==> src/rtl/constants_pkg.sv <==
`default_nettype none
// ============================================================================
// Module      : constants_pkg
// Description : Shared constants and types for the PD0 bring-up datapath.
// Revision    : 1.0 - initial release
// ============================================================================
package constants_pkg;

    // ALU operation select encoding
    typedef enum logic [1:0] {
        ADD = 2'd0,
        SUB = 2'd1,
        AND = 2'd2,
        OR  = 2'd3
    } aluSel_e;

    localparam int c_DWIDTH_DEFAULT = 8;

endpackage : constants_pkg
`default_nettype wire

==> src/rtl/pd0_datapath_alu.sv <==
`default_nettype none
// ============================================================================
// Module      : alu
// Description : Combinational 4-function ALU (ADD/SUB/AND/OR) with zero and
//               negative flags derived from the truncated result.
// Revision    : 1.0 - initial release
// ============================================================================
module alu
    import constants_pkg::*;
#(
    parameter int DWIDTH = c_DWIDTH_DEFAULT
) (
    input  aluSel_e           sel_i,
    input  logic [DWIDTH-1:0] op1_i,
    input  logic [DWIDTH-1:0] op2_i,
    output logic [DWIDTH-1:0] res_o,
    output logic              zero_o,
    output logic              neg_o
);

    logic [DWIDTH-1:0] w_res;

    // Select the operation; arithmetic wraps modulo 2^DWIDTH
    always_comb begin
        w_res = '0;
        case (sel_i)
            ADD:     w_res = op1_i + op2_i;
            SUB:     w_res = op1_i - op2_i;
            AND:     w_res = op1_i & op2_i;
            OR:      w_res = op1_i | op2_i;
            default: w_res = '0;
        endcase
    end

    assign res_o  = w_res;
    assign zero_o = (w_res == '0);
    assign neg_o  = w_res[DWIDTH-1];

endmodule : alu
`default_nettype wire

==> src/rtl/pd0_datapath.sv <==
`default_nettype none
// ============================================================================
// Module      : pd0_datapath
// Description : PD0 bring-up datapath: exposed combinational ALU, a single
//               registered-data path, and a three-stage add-then-subtract
//               pipeline whose result reproduces op2 two clocks later.
// Revision    : 1.0 - initial release
// ============================================================================
module pd0_datapath
    import constants_pkg::*;
#(
    parameter int DWIDTH = c_DWIDTH_DEFAULT
) (
    input  logic              clk,
    input  logic              rst,
    // Exposed ALU
    input  logic [1:0]        alu_sel_i,
    input  logic [DWIDTH-1:0] alu_op1_i,
    input  logic [DWIDTH-1:0] alu_op2_i,
    output logic [DWIDTH-1:0] alu_res_o,
    output logic              alu_zero_o,
    output logic              alu_neg_o,
    // Register path
    input  logic [DWIDTH-1:0] reg_in_i,
    output logic [DWIDTH-1:0] reg_out_o,
    // Add-then-subtract pipeline
    input  logic [DWIDTH-1:0] tsp_op1_i,
    input  logic [DWIDTH-1:0] tsp_op2_i,
    output logic [DWIDTH-1:0] tsp_res_o
);

    logic [DWIDTH-1:0] r_reg;
    logic [DWIDTH-1:0] r_s1_sum;
    logic [DWIDTH-1:0] r_s1_op1;
    logic [DWIDTH-1:0] r_tsp_res;

    logic [DWIDTH-1:0] w_sum;
    logic [DWIDTH-1:0] w_diff;

    // Pipeline ALU flags are not needed; names keep them visibly unused
    logic              w_unused_s1_zero;
    logic              w_unused_s1_neg;
    logic              w_unused_s2_zero;
    logic              w_unused_s2_neg;

    // ------------------------------------------------------------------
    // Exposed ALU: purely combinational, independent of clk/rst
    // ------------------------------------------------------------------
    alu #(.DWIDTH(DWIDTH)) u_alu_main (
        .sel_i  (aluSel_e'(alu_sel_i)),
        .op1_i  (alu_op1_i),
        .op2_i  (alu_op2_i),
        .res_o  (alu_res_o),
        .zero_o (alu_zero_o),
        .neg_o  (alu_neg_o)
    );

    // ------------------------------------------------------------------
    // Register path
    // ------------------------------------------------------------------
    // One-cycle data register; reset takes priority over new data
    always_ff @(posedge clk) begin
        if (rst) begin
            r_reg <= '0;
        end else begin
            r_reg <= reg_in_i;
        end
    end

    assign reg_out_o = r_reg;

    // ------------------------------------------------------------------
    // Pipeline stage 1: sum = op1 + op2
    // ------------------------------------------------------------------
    alu #(.DWIDTH(DWIDTH)) u_alu_s1 (
        .sel_i  (ADD),
        .op1_i  (tsp_op1_i),
        .op2_i  (tsp_op2_i),
        .res_o  (w_sum),
        .zero_o (w_unused_s1_zero),
        .neg_o  (w_unused_s1_neg)
    );

    // Capture the wrapped sum alongside op1 so stage 2 can undo the add
    always_ff @(posedge clk) begin
        if (rst) begin
            r_s1_sum <= '0;
            r_s1_op1 <= '0;
        end else begin
            r_s1_sum <= w_sum;
            r_s1_op1 <= tsp_op1_i;
        end
    end

    // ------------------------------------------------------------------
    // Pipeline stage 2: diff = sum - op1, which recovers op2 mod 2^DWIDTH
    // ------------------------------------------------------------------
    alu #(.DWIDTH(DWIDTH)) u_alu_s2 (
        .sel_i  (SUB),
        .op1_i  (r_s1_sum),
        .op2_i  (r_s1_op1),
        .res_o  (w_diff),
        .zero_o (w_unused_s2_zero),
        .neg_o  (w_unused_s2_neg)
    );

    // Stage 3 output register driving the pipeline result
    always_ff @(posedge clk) begin
        if (rst) begin
            r_tsp_res <= '0;
        end else begin
            r_tsp_res <= w_diff;
        end
    end

    assign tsp_res_o = r_tsp_res;

endmodule : pd0_datapath
`default_nettype wire

==> config.mk <==
export PLATFORM = sky130hd
export DESIGN_NAME = pd0_datapath
export DESIGN_NICKNAME = d
export VERILOG_FILES = /design/src/rtl/constants_pkg.sv /design/src/rtl/pd0_datapath_alu.sv /design/src/rtl/pd0_datapath.sv
export SDC_FILE = /design/constraint.sdc
export NUM_CORES = 1
export LEC_CHECK = 0
export ABC_AREA = 1
export ABC_CLOCK_PERIOD_IN_PS = 9400
export CAP_MARGIN = 15
export CORE_UTILIZATION = 51
export CTS_CLUSTER_DIAMETER = 50
export DETAILED_ROUTE_END_ITERATION = 12
export PLACE_DENSITY_LB_ADDON = 0.15
export SLEW_MARGIN = 40
export SYNTH_ARGS = -nofsm -noshare
export SYNTH_HDL_FRONTEND = slang
export SYNTH_SLANG_ARGS = --single-unit
==> constraint.sdc <==
create_clock -name clk -period 9.4 [get_ports clk]
set_input_delay 1.88 -clock clk [delete_from_list [all_inputs] [get_ports clk]]
set_output_delay 1.88 -clock clk [all_outputs]
set_load 0.05 [all_outputs]
==> impl_summary.txt <==
----------------------------------------------------
[Final layout]
  Final net count ... around 480
  Finished Layout Cells ... between 400 and 500
  Share of cells above drive strength 1 ... ~4.7%
  Antenna cells ... 0
  Area grow syn2layout ... 37.91%
  Fillcell total ... about 320

[Global route]
  Global route total overflow ... 0
  Number of global-route vias before repair ... around 2,000
  Wire length of the first global-routing pass ... a little over 8 mm
  Pin count of the biggest net entering global routing ... 22
  Antenna violations before repair ... 0
  Overall Global Routing Usage ... roughly a quarter

[Synthesis]
  Synth unique cells ... 25
  Seq/Total Area, Yosys ... ~29%
  Syn_area_per_cell ... between 6 and 7 µm²
  Number of cells produced by synthesis ... around 330
  Syn Nets ... ~410
  Synthesized flop and latch total ... 32
  Yosys Warn Count ... 0
  Synth Cell Area ... 0.002231 mm²

[Floorplan]
  Number of top-level pins ... 70
  Row Count ... 23
  Die Outline Area ... 0.004643 mm²
  Die height ... around 68 µm
  Placeable core region ... just over 0.004 mm²
  Horiz. Die Dim ... about 70 µm
  Initial core utilization ... about 55%

[Timing]
  Number of max-slew violations in the final report ... 0
  RSZ-0062 raised after global routing ... no
  Total Negative Setup Slacks ... 0 ns
  Final Skew ... ~0.008 ns
  # setup viols final ... 0
  Final worst path period share ... around three quarters
  Maximum clock frequency ... around 140 MHz
  Headroom to the max-slew limit ... a little under 50%
  Final Critical Period ... about 7.1 ns
  Hold Violations, Final ... 0
  Transition at the pin with the smallest max-transition slack ... 0.7582 ns

[Power and ir drop]
  Worst vdd rail ir drop ... 0.1035 mV
  Leakage ... roughly 1.6 nW
  Part of the power in combinational logic ... a little over two fifths
  Sequential share of power ... ~31%
  Total design power ... about 0.49 mW
  Int Pwr ... a little over 0.3 mW
  Proportion of total power due to net switching ... 37.59%
  Part of the power in the clock network ... 27.2%
  Pwr dens ... between 150 and 200 mW/mm²
  Total net switching power ... around 0.18 mW

[Clock tree]
  Number of buffers inserted by post-CTS setup repair ... 0
  Clock insertion delay at the later pin of the skew report ... 0.29 ns
  Cell chosen for the clock root ... sky130_fd_sc_hd__clkbuf_8
  Level count of the clock H-tree ... 2
  Post-CTS Hold Buffers ... 0
  Max Buffers Root-to-Sink ... 2
  TritonCTS Buffers ... 5
  Number of sinks driven by the clock tree ... 32
  Clock-pin slew of the registers on the worst-case setup and hold paths ... ~0.070 ns
  PostCTS Resize Cnt ... 0
  CTS tree ... done

[Hold path]
  Type of the most critical hold path ... flop to flop

[Routing]
  Antenna violation net count after detailed routing ... 0
  Post-detailed-route wirelength per cell ... between 10 and 15 µm
  First-pass iteration count of the detailed router ... 4
  Detail-routed via count per cell ... approximately 4.9
  Drt drc ... 0
  Wirelength, routed ... just under 5 mm
  Via count ... between 2,000 and 2,500
  Detailed router's first-iteration violation count ... between 80 and 90

[Flow run]
  Number of maximum-capacitance constraint violations ... 0

[Setup path]
  Crit path kind ... input pin to output port
  Crit path launch type ... input pin
  Cell at the slowest stage of the critical path ... sky130_fd_sc_hd__clkdlybuf4s50_1
  Cell-by-cell listing of the critical path ... clkdlybuf4s50_1, inv_1, ha_1, inv_1, nor3_1, inv_1, o31ai_1, xor2_1, ha_1, nand2_1, inv_1, nand2_1, nand2_1, a21oi_1, nand3_1, nand3_1, nand2_1, nor2_1, clkdlybuf4s50_1
  Endpoint type of the worst setup path ... output port
  Data arrival, critical path ... 5.23 ns
  Maximum single-stage delay on the critical path ... roughly 0.8 ns
  Required @ worst endpoint ... 7.52 ns
  Maximum fanout count along the critical path ... 4

[Placement]
  Hpwl dp ... 4.043 mm
  Number of cells in the design after placement ... 449
  Port-buffer cells ... 69
  Placer's final routability congestion estimate ... 0.9011

[Run status]
  Status ... completed

----------------------------------------------------
[synthesized netlist by cell type]
library cell	count	area share, %
sky130_fd_sc_hd__nand2_2	4	1.1
sky130_fd_sc_hd__nor2_4	2	1.0
sky130_fd_sc_hd__nor2_1	44	7.4
sky130_fd_sc_hd__xnor2_1	2	0.79
sky130_fd_sc_hd__buf_4	1	0.34
sky130_fd_sc_hd__nand4_1	4	1.1
sky130_fd_sc_hd__o21ai_1	1	0.22
sky130_fd_sc_hd__clkbuf_1	3	0.50
sky130_fd_sc_hd__nand2_1	64	11
sky130_fd_sc_hd__o31ai_1	2	0.67
sky130_fd_sc_hd__nand3_1	20	4.5
sky130_fd_sc_hd__o21ai_0	12	2.7
sky130_fd_sc_hd__nor3_1	3	0.67
sky130_fd_sc_hd__nand3_2	2	0.90
sky130_fd_sc_hd__inv_1	70	12
sky130_fd_sc_hd__fa_1	3	2.7
sky130_fd_sc_hd__dfxtp_1	32	29
sky130_fd_sc_hd__inv_2	2	0.34
sky130_fd_sc_hd__nor2_2	1	0.28
sky130_fd_sc_hd__a21oi_1	25	5.6
sky130_fd_sc_hd__nand3b_1	2	0.67
sky130_fd_sc_hd__ha_1	24	13
sky130_fd_sc_hd__a211oi_1	2	0.67
sky130_fd_sc_hd__xor2_1	5	2.0
sky130_fd_sc_hd__a31oi_1	4	1.1
[cell type report]
class | count | area, µm² | area share (%)
Tap cell | 50 | 62.56 | 2.033
Clock inverter | 3 | 42.54 | 1.383
Multi-Input combinational cell | 226 | 1301 | 42.29
Clock buffer | 5 | 68.82 | 2.237
Timing Repair Buffer | 69 | 690.7 | 22.45
Sequential cell | 32 | 640.6 | 20.82
Inverter | 72 | 270.3 | 8.784
[worst paths after layout]
check | start | end | slack [ns] | cells past startpoint
worst min-delay path | r_s1_op1[0] | tsp_res_o[0] | 0.50 | 2
worst max register to register | r_s1_sum[0] | tsp_res_o[6] | 7.71 | 11
worst min register to register | r_s1_op1[0] | tsp_res_o[0] | 0.50 | 2
worst max-delay path | alu_op2_i[0] | alu_zero_o | 2.29 | 19
[registers in the layout, indices dropped and copies added (netlist names)]
| register | flops |
|---|---|
| r_s1_op1 | 8 |
| r_s1_sum | 8 |
| reg_out_o | 8 |
| tsp_res_o | 8 |
[stage by stage]
stage	setup WS (ns)	utilization, %	hold WS [ns]	area [µm²]
finish	2.292	75.29	0.5020	3077
global route	1.948	75.29	0.5191	3077
CTS	2.317	75.29	0.5066	3077
detailed placement	2.311	72.57	0.4952	2965
global placement	2.445	72.57	0.4840	2965
floorplan	2.906	-	0.4783	2231
[cell families after synthesis]
group | after synthesis | share of synthesized area, %
compound gates | 46 | 10.99
xor+xnor | 7 | 2.748
fa+ha+maj | 27 | 16.15
buf+inv | 76 | 12.96
flops | 32 | 28.72
simple gates | 146 | 28.43
[cell usage in the layout (no fill, tap or decap), drive strengths merged, types with 3 or more instances in the layout]
cell type,netlist,final
nand3,22,22
clkbuf,3,5
xor2,5,5
o21ai,13,13
a21oi,25,25
nor3,3,3
nand2,68,68
clkdlybuf4s50,0,69
a31oi,4,4
nor2,47,47
dfxtp,32,32
inv,72,72
nand4,4,4
ha,24,24
fa,3,3
[worst max-delay path: cells and delay by family]
kind,cells,cell delay (ns)
buffers and inverters,6,1.56
adder cells (fa/ha/maj),2,0.44
AO/OA/AOI/OAI,2,0.41
XOR/XNOR,1,0.18
AND/OR/NAND/NOR,8,0.76
[power groups by stage]
| stage | sequential (mW) | combinational (mW) | clock [mW] |
|---|---|---|---|
| 4_1_cts | 0.152 | 0.203 | 0.135 |
| 5_1_grt | 0.154 | 0.224 | 0.144 |
| 2_1_floorplan | 0.181 | 0.110 | 0 |
| 6_report | 0.152 | 0.203 | 0.133 |
| 3_5_place_dp | 0.155 | 0.202 | 0 |
| 3_3_place_gp | 0.155 | 0.199 | 0 |
[per-layer routing]
metal / global-route usage [%] / wire [µm]
met5: 0 / 0
met4: 8.073 / 57
met3: 8.833 / 317
met2: 39.46 / 2286
met1: 28.73 / 2290
Note: power is estimated with default switching activity, not from simulation.
